`src/rtl/freq_sel_ctrl_pkg.sv`:
```
`default_nettype none
// ============================================================================
// Module      : freq_sel_ctrl_pkg
// Description : Shared definitions for the frequency-select controller:
//               selection width and ceiling, handshake FSM encoding and the
//               saturating up/down step used on the pending selection.
// Revision    : 1.0 - initial release
// ============================================================================
package freq_sel_ctrl_pkg;

  localparam int                PROG_W   = 3;
  localparam logic [PROG_W-1:0] PROG_MAX = 3'd7;

  typedef enum logic [1:0] {
    ST_IDLE   = 2'd0,
    ST_UPDATE = 2'd1,
    ST_WAIT   = 2'd2,
    ST_ERR    = 2'd3
  } state_e;

  // Saturating step; coincident up and down leave the selection unchanged.
  function automatic logic [PROG_W-1:0] step_sel(input logic [PROG_W-1:0] sel,
                                                 input logic              up,
                                                 input logic              down);
    logic [PROG_W-1:0] nxt;
    nxt = sel;
    if (up && !down && (sel != PROG_MAX)) begin
      nxt = sel + PROG_W'(1);
    end else if (down && !up && (sel != '0)) begin
      nxt = sel - PROG_W'(1);
    end
    return nxt;
  endfunction

endpackage
`default_nettype wire

```
`src/rtl/freq_sel_ctrl_debounce.sv`:
```
`default_nettype none
// ============================================================================
// Module      : freq_sel_ctrl_debounce
// Description : Push-button conditioner. Two-flop synchronizer, stability
//               counter that accepts a new level only after DEBOUNCE_CYCLES
//               consecutive equal samples, and a one-cycle pulse on each
//               rising edge of the accepted level.
// Ports       : clock   - system clock
//               reset   - asynchronous active-high reset
//               btn_raw - raw asynchronous button, active-high
//               press   - one-cycle pulse per debounced press
// Revision    : 1.0 - initial release
// ============================================================================
module freq_sel_ctrl_debounce #(
  parameter int DEBOUNCE_CYCLES = 1_000_000
) (
  input  logic clock,
  input  logic reset,
  input  logic btn_raw,
  output logic press
);

  localparam int               c_cnt_w    = $clog2(DEBOUNCE_CYCLES + 1);
  localparam logic [c_cnt_w-1:0] c_cnt_last = c_cnt_w'(DEBOUNCE_CYCLES - 1);

  logic               sync1_q, sync1_d;
  logic               sync2_q, sync2_d;
  logic               level_q, level_d;
  logic [c_cnt_w-1:0] cnt_q,   cnt_d;
  logic               press_q, press_d;

  always_comb begin
    sync1_d = btn_raw;
    sync2_d = sync1_q;
    level_d = level_q;
    cnt_d   = cnt_q;
    // cnt_q holds how many consecutive samples already disagreed with the
    // accepted level; any agreeing sample restarts the run.
    if (sync2_q == level_q) begin
      cnt_d = '0;
    end else if (cnt_q == c_cnt_last) begin
      level_d = sync2_q;
      cnt_d   = '0;
    end else begin
      cnt_d = cnt_q + c_cnt_w'(1);
    end
    press_d = level_d & ~level_q;
  end

  always_ff @(posedge clock or posedge reset) begin
    if (reset) begin
      sync1_q <= 1'b0;
      sync2_q <= 1'b0;
      level_q <= 1'b0;
      cnt_q   <= '0;
      press_q <= 1'b0;
    end else begin
      sync1_q <= sync1_d;
      sync2_q <= sync2_d;
      level_q <= level_d;
      cnt_q   <= cnt_d;
      press_q <= press_d;
    end
  end

  assign press = press_q;

endmodule
`default_nettype wire

```
`src/rtl/freq_sel_ctrl.sv`:
```
`default_nettype none
// ============================================================================
// Module      : freq_sel_ctrl
// Description : Front-panel controller for a programmable clock divider.
//               Up/down buttons move a pending selection, apply launches a
//               load handshake (update strobe, wait for echo with timeout).
// Ports       : clock, reset           - clock, async active-high reset
//               btn_up/down/apply      - raw push-buttons
//               prog_echo              - selection the divider has applied
//               tick_in                - divider output enable pulse
//               prog_sel               - pending selection to the divider
//               update                 - one-cycle load strobe
//               busy, done, error      - handshake status
//               active_sel             - last selection confirmed by echo
//               heartbeat              - toggles on every tick_in
// Revision    : 1.0 - initial release
// ============================================================================
module freq_sel_ctrl
  import freq_sel_ctrl_pkg::*;
#(
  parameter int DEBOUNCE_CYCLES = 1_000_000,
  parameter int TIMEOUT_CYCLES  = 1024
) (
  input  logic              clock,
  input  logic              reset,
  input  logic              btn_up,
  input  logic              btn_down,
  input  logic              btn_apply,
  input  logic [PROG_W-1:0] prog_echo,
  input  logic              tick_in,
  output logic [PROG_W-1:0] prog_sel,
  output logic              update,
  output logic              busy,
  output logic              done,
  output logic              error,
  output logic [PROG_W-1:0] active_sel,
  output logic              heartbeat
);

  localparam int                 c_num_btn  = 3;
  localparam int                 c_tmo_w    = $clog2(TIMEOUT_CYCLES + 1);
  localparam logic [c_tmo_w-1:0] c_tmo_last = c_tmo_w'(TIMEOUT_CYCLES);

  // Button order within the vectors: 0 = up, 1 = down, 2 = apply.
  logic [c_num_btn-1:0] w_btn_raw;
  logic [c_num_btn-1:0] w_press;

  assign w_btn_raw = {btn_apply, btn_down, btn_up};

  for (genvar gi = 0; gi < c_num_btn; gi++) begin : g_btn
    freq_sel_ctrl_debounce #(
      .DEBOUNCE_CYCLES(DEBOUNCE_CYCLES)
    ) u_debounce (
      .clock  (clock),
      .reset  (reset),
      .btn_raw(w_btn_raw[gi]),
      .press  (w_press[gi])
    );
  end

  logic w_up_p, w_down_p, w_apply_p;
  assign w_up_p    = w_press[0];
  assign w_down_p  = w_press[1];
  assign w_apply_p = w_press[2];

  state_e              state_q,  state_d;
  logic [PROG_W-1:0]   sel_q,    sel_d;
  logic [PROG_W-1:0]   active_q, active_d;
  logic [c_tmo_w-1:0]  wcnt_q,   wcnt_d;
  logic                done_q,   done_d;
  logic                hb_q,     hb_d;

  always_comb begin
    state_d  = state_q;
    sel_d    = sel_q;
    active_d = active_q;
    wcnt_d   = wcnt_q;
    done_d   = 1'b0;
    hb_d     = hb_q ^ tick_in;

    case (state_q)
      ST_IDLE: begin
        sel_d = step_sel(sel_q, w_up_p, w_down_p);
        if (w_apply_p) begin
          state_d = ST_UPDATE;
        end
      end
      ST_UPDATE: begin
        wcnt_d  = '0;
        state_d = ST_WAIT;
      end
      ST_WAIT: begin
        // A match on the final counted cycle still wins over the timeout.
        if (prog_echo == sel_q) begin
          active_d = sel_q;
          done_d   = 1'b1;
          state_d  = ST_IDLE;
        end else if (wcnt_q == c_tmo_last) begin
          state_d = ST_ERR;
        end else begin
          wcnt_d = wcnt_q + c_tmo_w'(1);
        end
      end
      ST_ERR: begin
        if (w_apply_p) begin
          state_d = ST_UPDATE;
        end
      end
      default: begin
        state_d = ST_IDLE;
      end
    endcase
  end

  always_ff @(posedge clock or posedge reset) begin
    if (reset) begin
      state_q  <= ST_IDLE;
      sel_q    <= '0;
      active_q <= '0;
      wcnt_q   <= '0;
      done_q   <= 1'b0;
      hb_q     <= 1'b0;
    end else begin
      state_q  <= state_d;
      sel_q    <= sel_d;
      active_q <= active_d;
      wcnt_q   <= wcnt_d;
      done_q   <= done_d;
      hb_q     <= hb_d;
    end
  end

  // Status is decoded from the state register so reset removes it at once.
  assign update     = (state_q == ST_UPDATE);
  assign busy       = (state_q == ST_UPDATE) || (state_q == ST_WAIT);
  assign error      = (state_q == ST_ERR);
  assign done       = done_q;
  assign prog_sel   = sel_q;
  assign active_sel = active_q;
  assign heartbeat  = hb_q;

endmodule
`default_nettype wire
```
`config.mk`:
```
export PLATFORM = sky130hd
export DESIGN_NAME = freq_sel_ctrl
export DESIGN_NICKNAME = d
export VERILOG_FILES = /design/src/rtl/freq_sel_ctrl_pkg.sv /design/src/rtl/freq_sel_ctrl_debounce.sv /design/src/rtl/freq_sel_ctrl.sv
export SDC_FILE = /design/constraint.sdc
export NUM_CORES = 1
export LEC_CHECK = 0
export CAP_MARGIN = 20
export CORE_MARGIN = 2
export CORE_UTILIZATION = 45
export CTS_BUF_LIST = sky130_fd_sc_hd__clkbuf_8
export CTS_CLUSTER_SIZE = 10
export DETAILED_ROUTE_END_ITERATION = 6
export GPL_ROUTABILITY_DRIVEN = 0
export PLACE_DENSITY_LB_ADDON = 0.12
export SLEW_MARGIN = 20
export SYNTH_ARGS = -nofsm -noshare
export SYNTH_HDL_FRONTEND = slang
export SYNTH_SLANG_ARGS = --single-unit
```
`constraint.sdc`:
```
create_clock -name clock -period 3.7 [get_ports clock]
set_input_delay 0.925 -clock clock [delete_from_list [all_inputs] [get_ports clock]]
set_output_delay 0.925 -clock clock [all_outputs]
set_load 0.05 [all_outputs]
```
# == Yosys cells after proc, flatten, opt, wreduce, memory -nomap -nowiden ==
# Index checks and enable logic that the tools add are counted.
# totals
output_inout_bits,11
word_cells,89
input_bits,9
regBits,93
# classes
eq_ne,16
mux,23
bitwise,7
addsub,6
reduce_logical,16
# ops
op,n
$mux 20,6
$add 20x1->20 const B,3
$eq 20x20->1 const B,3
$mux 11,2
$pmux 11 s2,1
$add 11x1->11 const B,1
$eq 11x11->1 const B,1
$mux 1,8
$mux 2,3
$mux 3,2
$ne 3x3->1 const B,2
$pmux 2 s3,1
$reduce_and 2->1,3
$eq 2x2->1 const B,2
$logic_and 1x1->1,4
$ne 2x2->1 const B,2
$reduce_bool 2->1,2
$add 3x1->3 const B,1
$and 1x1->1,3
$eq 1x1->1,3
$eq 3x3->1,1
$not 1->1,3
$reduce_and 3->1,1
$reduce_bool 3->1,1
other kinds (8),9

# == Longest topological paths before layout ==
# depth
depth_word,5
ltp_mapped,7
ltp_nobuf,7

# == Modules after synthesis ==
# From an unflattened synthesis, not the netlist that was laid out.
# hier_totals
hier_cells,470
area_unflattened_um2,4988.5
# modules_own_cells
module,cells_per_inst,seq_area_each_um2,instances,area_per_inst_um2
freq_sel_ctrl_debounce (g_btn[1].u_debounce ...),108,600.6,2,1188.6
freq_sel_ctrl,144,525.5,1,1465.2
freq_sel_ctrl_debounce (g_btn[0].u_debounce),110,600.6,1,1146.1

# == Worst setup path before layout ==
# OpenSTA, ideal clock, no wires.
# synth_path
path_type,input port to flip-flop
from,input port prog_echo[2]
to,register wcnt_q[7]
slack_ps,1488
cell_stages,4
setup_time_ps,124
n_path_buf,0
t_required_ps,3576
arrival_ps,2088
cell_sequence,xor2_1 > o311ai_0 > nor4_1 > a211o_1
# synth_via
elab_chain_cells,3
# synth_rtl
item,line,rtl
start: declaration,freq_sel_ctrl.sv:29,"input logic [PROG_W-1:0] prog_echo,"
$eq 3x3->1,freq_sel_ctrl.sv:94,if (prog_echo == sel_q) begin
$ne 2x2->1 (no source line),n/a,
$reduce_and 3->1 (no source line),n/a,
end signal: assignment,freq_sel_ctrl.sv:127,wcnt_q <= wcnt_d;
end: declaration,freq_sel_ctrl.sv:69,"logic [c_tmo_w-1:0] wcnt_q, wcnt_d;"
# No other way between the ends.
# A chain may end at the register's enable or synchronous reset.

# == Worst setup path in the final report ==
# layout_path
from,register state_q[0]
to,output port busy
# layout_via
elab_chain_cells,2
elab_cells_between_ends,3
cone_classes,eq/ne (2); reduce/logical (1)
# layout_rtl
item,line,rtl
start: declaration,freq_sel_ctrl.sv:66,"state_e state_q, state_d;"
start signal: assignment,freq_sel_ctrl.sv:124,state_q <= state_d;
$eq 2x1->1 or $eq 2x2->1 (tied branches),freq_sel_ctrl.sv:135,assign busy = (state_q == ST_UPDATE) || (state_q == ST_WAIT);
$logic_or 1x1->1 *,freq_sel_ctrl.sv:135,
end: declaration,freq_sel_ctrl.sv:33,"output logic busy,"
# Mark *: on every way between the ends. The rest lies on a longest branch, timed or not.

==> results.yml <==
setup_path:
  reg2reg_depth: 4
  r2r-end: "g_btn[2].u_debounce.cnt_q[2]"
  r2r_start: "g_btn[2].u_debounce.cnt_q[15]"
  critical_path.top_delay_family: "buffers and inverters"
  cp_slowest_cell: "clkdlybuf4s50_1"
  path_cells: "inv_1 > ha_1 > clkdlybuf4s50_1"
  endpoint_kind: "output port"
  reg2reg_slack_ps: 1360
  path_class: "register to output port"
  start_kind: "register"
  cp_data_arrival_time_ps: 2290
  cp.required_ps: 2770
  crit_fanout: 11
  path_buf_inv: 2
  critPathMaxStageDelay_ps: 890
  crit_start: "state_q[0]"
global_route:
  antenna_found_initial: 0
  grt_start_max_net_pins: 60
  grt.overflow.total: 0
  grt_pass1_wl_um: 15900
  grt_pass1_vias: 3471
  track_usage: 0.171
sta:
  setup_tns_ps: 0
  setup_viol: 0
  drv_slew: 0
  post-route-period-util: 0.869
  period_minus_slack_ps: 3220
  tightest_slew_ps: 672
  maxClockFrequency_ghz: 0.311
  slew_headroom: 0.550
  fin_skew_ps: 10.9
  holdWs_ps: 342
  rsz0062_at_grt: "no"
  finalHoldViolCount: 0
layout:
  seq_area_sq_mm: 0.00233
  n_fill_cell: 947
  layout-drive-gt1-share: 0.0904
  final_cell_mix: "dfrtp_1, nor2_1, nand3_1, nand2_1, xnor2_1"
  area_growth_syn_to_layout_pct: 12.4
  multi_input_area_sq_mm: 0.00230
  antennaDiodeCount: 0
  num-nets-final: 512
  final_common_cell: "dfrtp_1"
cts:
  clk_pin_slew_worst_paths_ps: 100
  cts_tree: "yes"
  clk_latency_ps: 360
  cts_buffer_depth: 2
  cts_hold_buf: 0
  cts-root-buf: "clkbuf_8"
  clock_sinks: 93
  numCtsBuffers: 9
  htreeDepth: 3
  cts_resized: 0
  cts_setup_buffers: 0
detailed_routing:
  num_vias: 3555
  drc: 0
  wl_um: 8900
  antenna_left: 0
  via_per_inst: 5.61
  top_layer_used: "met4"
  routed-wl-met3_um: 192
  wl_met2_um: 4120
  wl_per_cell_um: 14.0
  met1Wirelength_um: 4450
  drtIter0Drc: 181
  dr.pass1.iters: 4
run_status:
  status: "finished, final reports clean"
floorplan:
  fp.dieH_um: 107
  core_area_sq_mm: 0.0103
  fp.dieW_um: 107
  pin_count: 20
  die_area_sq_mm: 0.0114
  initial_utilization: 0.463
  rows: 37
placement:
  hpwl_um: 6020
  portBuffers: 19
yosys:
  syn_inst: 472
  netlist.area_leader.share: 0.489
  ys_async_sr_fraction: 1.00
  yosysWarnings: 0
  synth_area_leaders: "dfrtp_1, xnor2_1, xor2_1, nor2_1, nand3_1"
  ys_seq_area_frac: 0.489
  yosysUniqueCellTypes: 53
  yosys.area.top_type: "dfrtp_1"
  synth-seq-cells: 93
  syn_nets: 491
  synth_edf_count: 0
  syn_area_sq_mm: 0.00476
  syn_avg_cell_area_sq_um: 10.1
  synthFlopType: "dfrtp_1"
pwr:
  ir_worst_vdd_uv: 196
  powerDensity_mw_per_mm2: 370
  power.total_mw: 1.98
  p_leak_nw: 2.20
hold_path:
  min_path_cells: 0
  hold_class: "register to register"
  hold_end: "g_btn[1].u_debounce.sync2_q"
  hp-start: "g_btn[1].u_debounce.sync1_q"
flow_run:
  maxCapViolCount: 0
[metal layers]
layer  vias to the layer above  GRT usage
li1                       1756          -
met1                      1750      0.233
met2                        36      0.273
met3                        13     0.0334
met4                         0     0.0631
met5                         -          0
[how the worst max path moves through the flow]
| stage | depth (start not counted) | endpoint |
|---|---|---|
| 2_1_floorplan | 1 | active_sel[0] |
| 5_1_grt | 3 | busy |
| 6_report | 3 | busy |
| 3_5_place_dp | 3 | busy |
| 3_3_place_gp | 3 | busy |
| 4_1_cts | 3 | busy |
[where the power goes]
group	total, mW	switching [mW]	internal, mW
Sequential	1.05	0.0182	1.03
Combinational	0.111	0.0735	0.0373
Clock	0.815	0.363	0.452
Total	1.98	0.455	1.52
[through the flow]
step           setup slack (ps)  utilization  instances  cell area, sq um
2_1_floorplan               355            -        472              4760
3_3_place_gp                934        0.497        618              5100
3_5_place_dp                890        0.497        618              5100
4_1_cts                     467        0.520        634              5350
5_1_grt                     374        0.520        634              5350
6_report                    484        0.520        634              5350
[state kept, by name, indices dropped and copies added, names as in the netlist]
name,flops
state_q,2
done,1
wcnt_q,11
g_btn.u_debounce.press,3
g_btn.u_debounce.sync2_q,3
active_sel,3
g_btn.u_debounce.level_q,3
prog_sel,3
g_btn.u_debounce.cnt_q,60
heartbeat,1
g_btn.u_debounce.sync1_q,3
[cell type report]
cell class / count / area share
clock buffers: 9 / 0.0232
clock inverters: 7 / 0.0225
inverters: 19 / 0.0138
multi-input cells: 347 / 0.430
flip-flops and latches: 93 / 0.435
well taps: 136 / 0.0318
repair buffers: 23 / 0.0435
[cell families after synthesis]
family | synth area share
AOI/OAI and AO/OA | 0.0889
muxes | 0.0187
DFF | 0.489
adders and majority gates | 0.0279
xor gates and xnor gates | 0.0921
and+or+nand+nor | 0.254
buffers and inverters | 0.0292
[cell usage after synthesis (all sizes together) (2+ instances only)]
cell type	number
or3	8
o21ai	6
o211ai	4
mux2	7
nand4b	3
a211o	3
a31oi	3
o31ai	10
a21oi	15
clkbuf	7
and4	4
inv	18
nand3	30
nand2	30
and2	2
o221ai	3
nor2	60
or4b	5
nor4b	4
xnor2	28
and3	11
nand4	16
xor2	22
buf	6
o41ai	2
ha	9
nor3	15
nor4	17
or4	9
a311o	2
nand2b	5
o311ai	2
dfrtp	93
Power figures use the tool's default switching activity.
